## src/rtl/dcache_ctrl.sv

```systemverilog
`timescale 1ns/1ps
// Direct-mapped, write-back, write-allocate data cache controller between the MEM
// stage and a 128-bit line memory; stalls the pipeline across write-back and fill.
module dcache_ctrl #(
    parameter int INDEX_BITS = 4
) (
    input  logic         clk_i,
    input  logic         rst_i,
    input  logic         cpu_req_i,
    input  logic         cpu_we_i,
    input  logic [31:0]  cpu_addr_i,
    input  logic [31:0]  cpu_data_i,
    output logic [31:0]  cpu_data_o,
    output logic         cpu_stall_o,
    output logic         mem_req_o,
    output logic         mem_we_o,
    output logic [31:0]  mem_addr_o,
    output logic [127:0] mem_data_o,
    input  logic [127:0] mem_data_i,
    input  logic         mem_ack_i
);
    localparam int LINES    = 1 << INDEX_BITS;
    localparam int TAG_BITS = 28 - INDEX_BITS;

    typedef enum logic [1:0] {S_IDLE, S_WRITEBACK, S_ALLOCATE} state_t;

    state_t                r_state;
    state_t                w_next_state;
    logic [LINES-1:0]      r_valid;
    logic [LINES-1:0]      r_dirty;
    logic [TAG_BITS-1:0]   r_tag  [LINES];
    logic [127:0]          r_data [LINES];

    logic [INDEX_BITS-1:0] w_index;
    logic [TAG_BITS-1:0]   w_tag;
    logic [1:0]            w_word;
    logic                  w_hit;
    logic                  w_store_hit;
    logic                  w_wb_done;
    logic                  w_fill_done;
    logic                  w_unused;

    assign w_word      = cpu_addr_i[3:2];
    assign w_index     = cpu_addr_i[INDEX_BITS+3:4];
    assign w_tag       = cpu_addr_i[31:INDEX_BITS+4];
    assign w_unused    = ^cpu_addr_i[1:0];

    assign w_hit       = cpu_req_i && r_valid[w_index] && (r_tag[w_index] == w_tag);
    assign w_store_hit = (r_state == S_IDLE) && w_hit && cpu_we_i;
    assign w_wb_done   = (r_state == S_WRITEBACK) && mem_ack_i;
    assign w_fill_done = (r_state == S_ALLOCATE) && mem_ack_i;

    always_ff @(posedge clk_i or posedge rst_i) begin
        if (rst_i) begin
            r_state <= S_IDLE;
        end else begin
            r_state <= w_next_state;
        end
    end

    always_comb begin
        w_next_state = r_state;
        case (r_state)
            S_IDLE: begin
                if (cpu_req_i && !w_hit) begin
                    w_next_state = (r_valid[w_index] && r_dirty[w_index]) ? S_WRITEBACK : S_ALLOCATE;
                end
            end
            S_WRITEBACK: if (mem_ack_i) w_next_state = S_ALLOCATE;
            S_ALLOCATE:  if (mem_ack_i) w_next_state = S_IDLE;
            default:     w_next_state = S_IDLE;
        endcase
    end

    // Memory-side outputs depend only on state and the held CPU address, so they stay
    // stable for the whole request; the address tracks the victim tag during write-back.
    always_comb begin
        mem_req_o   = 1'b0;
        mem_we_o    = 1'b0;
        mem_addr_o  = {w_tag, w_index, 4'b0000};
        cpu_stall_o = cpu_req_i && !w_hit;
        case (r_state)
            S_WRITEBACK: begin
                mem_req_o   = 1'b1;
                mem_we_o    = 1'b1;
                mem_addr_o  = {r_tag[w_index], w_index, 4'b0000};
                cpu_stall_o = 1'b1;
            end
            S_ALLOCATE: begin
                mem_req_o   = 1'b1;
                cpu_stall_o = 1'b1;
            end
            default: ;
        endcase
    end

    assign mem_data_o = r_data[w_index];
    assign cpu_data_o = r_data[w_index][{w_word, 5'b00000} +: 32];

    always_ff @(posedge clk_i or posedge rst_i) begin
        if (rst_i) begin
            r_valid <= '0;
            r_dirty <= '0;
        end else if (w_fill_done) begin
            r_valid[w_index] <= 1'b1;
            r_dirty[w_index] <= 1'b0;
        end else if (w_wb_done) begin
            r_dirty[w_index] <= 1'b0;
        end else if (w_store_hit) begin
            r_dirty[w_index] <= 1'b1;
        end
    end

    // NOTE: tag and data arrays carry no reset; the valid bit already masks stale
    // contents, and leaving them unreset lets the arrays map onto plain RAM.
    always_ff @(posedge clk_i) begin
        if (w_fill_done) begin
            r_data[w_index] <= mem_data_i;
            r_tag[w_index]  <= w_tag;
        end else if (w_store_hit) begin
            r_data[w_index][{w_word, 5'b00000} +: 32] <= cpu_data_i;
        end
    end
endmodule

```

## config.mk

```make
export PLATFORM = sky130hd
export DESIGN_NAME = dcache_ctrl
export DESIGN_NICKNAME = d
export VERILOG_FILES = /design/src/rtl/dcache_ctrl.sv
export SDC_FILE = /design/constraint.sdc
export NUM_CORES = 2
export LEC_CHECK = 0
export CAP_MARGIN = 20
export CORE_AREA = 2 2 471 473
export CTS_CLUSTER_DIAMETER = 60
export CTS_CLUSTER_SIZE = 10
export DETAILED_ROUTE_END_ITERATION = 10
export DIE_AREA = 0 0 473 475
export PLACE_DENSITY = 0.73
export SETUP_SLACK_MARGIN = 0.02
export SYNTH_ARGS = -nofsm -noshare
export SYNTH_HDL_FRONTEND = slang
export SYNTH_SLANG_ARGS = --single-unit
```

## constraint.sdc

```tcl
create_clock -name clk_i -period 4.8 [get_ports clk_i]
set_clock_uncertainty 0.1 [all_clocks]
set_input_delay 0.96 -clock clk_i [delete_from_list [all_inputs] [get_ports clk_i]]
set_output_delay 0.96 -clock clk_i [all_outputs]
set_load 0.03 [all_outputs]
```

======== Word-level counts from Yosys, hierarchy flattened ========
Memory sizes are Yosys's and may differ from the RTL's.
Cells that the tools add are included.
operators by class
  add/subtract/negate cells ............... 1
  order comparisons ....................... 2
  muxes and demuxes ....................... 151
  bitwise logic cells ..................... 132
  eq/ne operators ......................... 6
  shifts and indexed selects .............. 3
  reductions and logical operators ........ 14
operators with widths
  operator                                                     number
  2-to-1 mux 1 bit                                             138
  2-to-1 mux 128 bit                                           1
  bitwise OR 1 bit                                             128
  variable shift 32 x 9 -> 128 bit (first input constant)      1
  indexed part select 128 x 8 -> 32 bit                        1
  indexed part select 32 x 9 -> 128 bit                        1
  2-to-1 mux 16 bit                                            3
  2-to-1 mux 32 bit                                            1
  bitwise OR 16 bit                                            2
  == test 24 bit                                               1
  AND 16 bit                                                   1
  inverter 16 bit                                              1
  logical AND 1 bit                                            9
  negator 7 -> 9 bit                                           1
  binary-select mux 1 bit (select 4 bit)                       2
  2-to-1 mux 2 bit                                             4
  case mux 2 bit (3 select lines)                              1
  less-than comparator 4 x 5 -> 1 bit (second input constant)  1
  demux 1 bit (select 4 bit)                                   1
  >= comparator 4 x 1 -> 1 bit (second input constant)         1
  != test 2 bit (second input constant)                        2
  AND reduction 3 bit                                          1
  nonzero test 3 bit                                           1
  == test 2 x 1 -> 1 bit (second input constant)               1
  5 further kinds                                              5
storage, ports and cells
  RAM bits ................................ 2432
  output and inout bits ................... 195
  memories kept ........................... 2
  register bits after elaboration ......... 34
memories
  name    words  width  read ports  clocked after Yosys merged registers in  wr ports  RTL line  source
  r_data  16     128    1           0                                        1         32        logic [127:0] r_data [LINES];
  r_tag   16     24     1           0                                        1         31        logic [TAG_BITS-1:0] r_tag [LINES];

======== Longest topological paths before layout ========
  depth after elaboration ................. 10
  depth in mapped cells ................... 15
  gate-level depth less buffers ........... 8

======== Worst setup path after synthesis ========
Ideal clock, no wire load.
  path type ............................... input -> register
  start ................................... input cpu_addr_i[7]
  end ..................................... memory r_data[10][0], enable pin
  buffers on the path ..................... 6
  setup slack ............................. -0.852 ns
  library setup time ...................... 0.432 ns
  stages on the path ...................... 13
  required time ........................... 4.268 ns
  arrival ................................. 5.120 ns
  cell sequence ........................... buf_2 > buf_4 > buf_4 > buf_4 > mux4_2 > mux4_2 > xnor2_1 > nand2_1 > nor3_2 > nand4_2 > buf_6 > buf_2 > a21oi_1
between the ends
  cells in the longest elaborated chain, start to end .. 10
  elaborated cells between the ends (all ways) .. 12
  classes of those cells .................. eq/ne: 1; mux: 5; bitwise: 1; reduce/logical: 4; memory: 1
RTL lines
  item                                                                RTL line  source
  start: declaration                                                  11        input logic [31:0] cpu_addr_i,
  branches (longest 10 deep; another with memory read (16 x 24 bit))  n/a
  end: declaration                                                    32
Several ways; the timed one is not identified. The select of a mux whose other input is x is not followed.

======== Worst setup path after layout ========
  start ................................... input cpu_addr_i[5]
  end ..................................... output cpu_data_o[9]
between the ends
  cells in the longest elaborated chain, start to end .. 2
RTL lines
  item                                   RTL line  source
  memory read (16 x 128 bit)             n/a
  indexed part select 128 x 8 -> 32 bit  98        assign cpu_data_o = r_data[w_index][{w_word, 5'b00000} +: 32];
  end: declaration                       13        output logic [31:0] cpu_data_o,
Every way passes these cells.

==> summary.md <==
| Metric | Value |
|---|---|
| Status | finished, violations left |
| Failing checks | negative setup slack |
| Max cap viols | 0 |
| H-Tree Depth | 5 |
| I/O pin cnt | 392 |
| TritonRoute pass-1 iters | 5 |
| CTS Root Cell | clkbuf_16 |
| Routed vias | roughly 55000 |
| Placed Cells | between 8000 and 9000 |
| Commonest register cell after synthesis | edfxtp_1 |
| PwrDens | 398 mW/mm^2 |
| Post-synthesis cell count | between 4000 and 5000 |
| Area leader, netlist | edfxtp_1 |
| Die area | between 0.2 and 0.25 sq mm |
| # hold bufs at CTS | 0 |
| Clk_lat worst skew | ~0.91 ns |
| Antenna-violating nets left | 0 |
| Nets@finish | between 5000 and 6000 |
| Yosys reg bits | 2466 |
| Synth top area share | 74.2% |
| Post-synthesis sequential area ratio | between 70% and 80% |
| CP max stage delay | 0.67 ns |
| Cell area after synthesis | just under 0.1 sq mm |
| Worst Path Arrival | 3.76 ns |
| Slew HR | 13.3% |
| Number of synthesized flops with an enable pin | between 2000 and 2500 |
| Most common library cells after synthesis | 2432 x edfxtp_1, 740 x mux4_2, 216 x mux2i_1 |
| Final Worst Setup Slack | -0.0151 ns |
| Final wirelength | slightly above 300 mm |
| Final Hold Fails | 0 |
| HPWL Detailed | 193 mm |
| Post-Layout Inst Area | roughly 0.12 sq mm |
| GP Congestion | between 0.8 and 0.9 |
| Row cnt | ~170 |
| Vias in the first global route | ~54000 |
| First-pass GRT wire length | between 400 and 500 mm |
| Worst Path Max Fanout | 22 |
| R2R Setup Slk | around 0.56 ns |
| Warnings from Yosys | 0 |
| Most frequent cell after synthesis | edfxtp_1 |
| Initial antenna violation count | 31 |
| Async SR Flop Fraction | under 10% |
| Drt drc | 0 |
| Top post-synthesis cells by area | edfxtp_1 74%, mux4_2 17%, mux2i_1 2.2% |
| Die Ht | approximately 480 um |
| Tot GR Track Use | approximately a quarter |
| Final Cycle Share | 100% |
| Worst endpoint required time | 3.74 ns |
| Least-Margin Pin Slew | roughly 1.3 ns |
| Filler cell count | 15700 |
| IR drop worst, VDD | about 0.38 mV |
| Clock Path Buffers | 4 |
| Critical R2R Capture | r_data[12][17] |
| Worst hold path class | register to register |
| Largest net degree at the start of global routing | 46 |
| Finish-stage setup viols | 2 |
| DR WL/cell | 34.9 um |
| Port Buffer Count | 385 |
| Detailed router's first-iteration violation count | 7668 |
| R2r startpoint | r_tag[10][14] |
| Vias per inst | ~6.3 |
| Syn avg cell area | between 20 and 25 sq um |
| Clock sink total | approximately 2500 |
| Area after DPL | ~0.11 sq mm |
| Share of cells above drive strength 1 | 37.9% |
| CP Depth | 8 |
| Crit path launch type | input port |
| Crit path from | cpu_addr_i[5] |
| Area grow syn2layout | 24.3% |
| Critical Path Sink Type | output port |
| RSZ-0062 raised after global routing | true |
| Worst Setup EP | cpu_data_o[9] |
| Core Region | approximately 0.22 sq mm |
| Minimum clock period | roughly 4.8 ns |
| Clock slew at reported path FFs | roughly 0.050 ns |
| Library cells used by synthesis | just under 70 |
| Fin Hold WS | roughly 0.36 ns |
| CP bufs+invs | 5 |
| CP max stage cell | mux4_2 |
| CTS tree | built |
| Critical path type | input port to output port |
| Gr ovfl total | 0 |
| CTS buffer count | 300 |
| Final cell count without fillers | about 8700 |
| Critical Path, Cell by Cell | buf_16 -> buf_16 -> buf_16 -> buf_12 -> mux4_2 -> mux4_2 -> mux4_2 -> buf_4 |
| Fmax | roughly 210 MHz |
| Worst R2R Path Depth | 13 |
| Die Width | about 470 um |
| Initial Utilization | 44.9% |
| Pins over their slew limit | 0 |
| Leak | between 40 and 50 nW |
| Crit path max-delay family | multiplexers |
worst min-delay path by stage:
stage                      from           to  slack (ns)  cells past startpoint
floorplan           r_valid[14]  r_valid[14]        0.33                      1
global placement    r_valid[11]  r_valid[11]        0.35                      1
detailed placement  r_valid[13]  r_valid[13]        0.35                      1
CTS                  r_valid[3]   r_valid[3]        0.37                      1
global route        r_valid[11]  r_valid[11]        0.38                      1
finish               r_valid[3]   r_valid[3]        0.36                      1
metal layers:
layer / part of all wire (%) / vias to the layer above / global-route usage [%]
li1: - / 21100 / -
met1: 33 / 28500 / 32.3
met2: 47 / 4109 / 41.8
met3: 12 / 810 / 7.72
met4: 7.0 / 20 / 16.7
met5: 0.045 / - / 0
logic make-up after synthesis:
logic type	Yosys count	synth area share (%)
fa+ha+maj	8	0.102
buf+inv	413	1.90
compound gates	242	1.55
other cells	1	0.00381
simple gates	348	1.65
xor+xnor	20	0.178
mux	988	19.5
flops	2466	75.1
registers in the layout, summed over array words and instances, names as in the netlist, named ones only:
| name | count |
|---|---|
| r_tag | 384 |
| r_data | 2048 |
| r_valid | 16 |
| r_state | 2 |
area by class of cell:
class	instances	area (sq um)	area share, %
Antenna cell	46	115	0.0942
Timing Repair Buffer	1155	12600	10.3
Clock buffer	334	7780	6.37
Clock inverter	15	145	0.119
Inverter	153	582	0.476
Sequential cell	2466	73900	60.4
Multi-Input combinational cell	1610	23600	19.3
Tap cell	2871	3590	2.94
cells in the final DEF, fill, tap and decap left out, types with 18 or more instances in the layout:
| cell | netlist | layout |
|---|---|---|
| edfxtp_1 | 2432 | 2432 |
| mux4_2 | 740 | 740 |
| buf_4 | 19 | 689 |
| clkbuf_16 | 0 | 309 |
| buf_12 | 0 | 243 |
| mux2i_1 | 216 | 214 |
| clkdlybuf4s50_1 | 0 | 196 |
| nand2_1 | 191 | 190 |
| inv_1 | 151 | 151 |
| a21oi_4 | 0 | 64 |
| o21ai_0 | 53 | 53 |
| diode_2 | 0 | 46 |
| dfrtp_1 | 34 | 34 |
| mux2_2 | 32 | 32 |
| nor2_1 | 45 | 29 |
| clkbuf_1 | 116 | 27 |
| nand3_1 | 26 | 25 |
| a22oi_1 | 19 | 18 |
timing repair:
item | CTS | global route
resized for setup | 9 | 21
buffers inserted | 3 | 16
pin swaps | 1 | 7
gates cloned | 1 | 2
hold endpoints to repair | 0 | 0
endpoints found under the setup margin | 26 | 16
stage by stage:
step	setup TNS [ns]	total power [mW]	worst slack, ns	utilization [%]
global route	-0.0542	49.8	-0.0542	55.8
floorplan	-287.73	27.1	-0.193	-
global placement	-10.25	29.5	-0.297	51.9
CTS	0	48.8	0.0192	55.6
detailed placement	-13.62	29.6	-0.275	51.9
finish	-0.0185	48.7	-0.0151	55.8
report_power, final:
group | switching (mW) | total [mW] | internal [mW]
logic | 3.09 | 5.14 | 2.05
clock network | 8.02 | 19.3 | 11.3
registers | 0.116 | 24.2 | 24.1
total | 11.2 | 48.7 | 37.5
No activity file was read; power rests on OpenSTA's default activity.
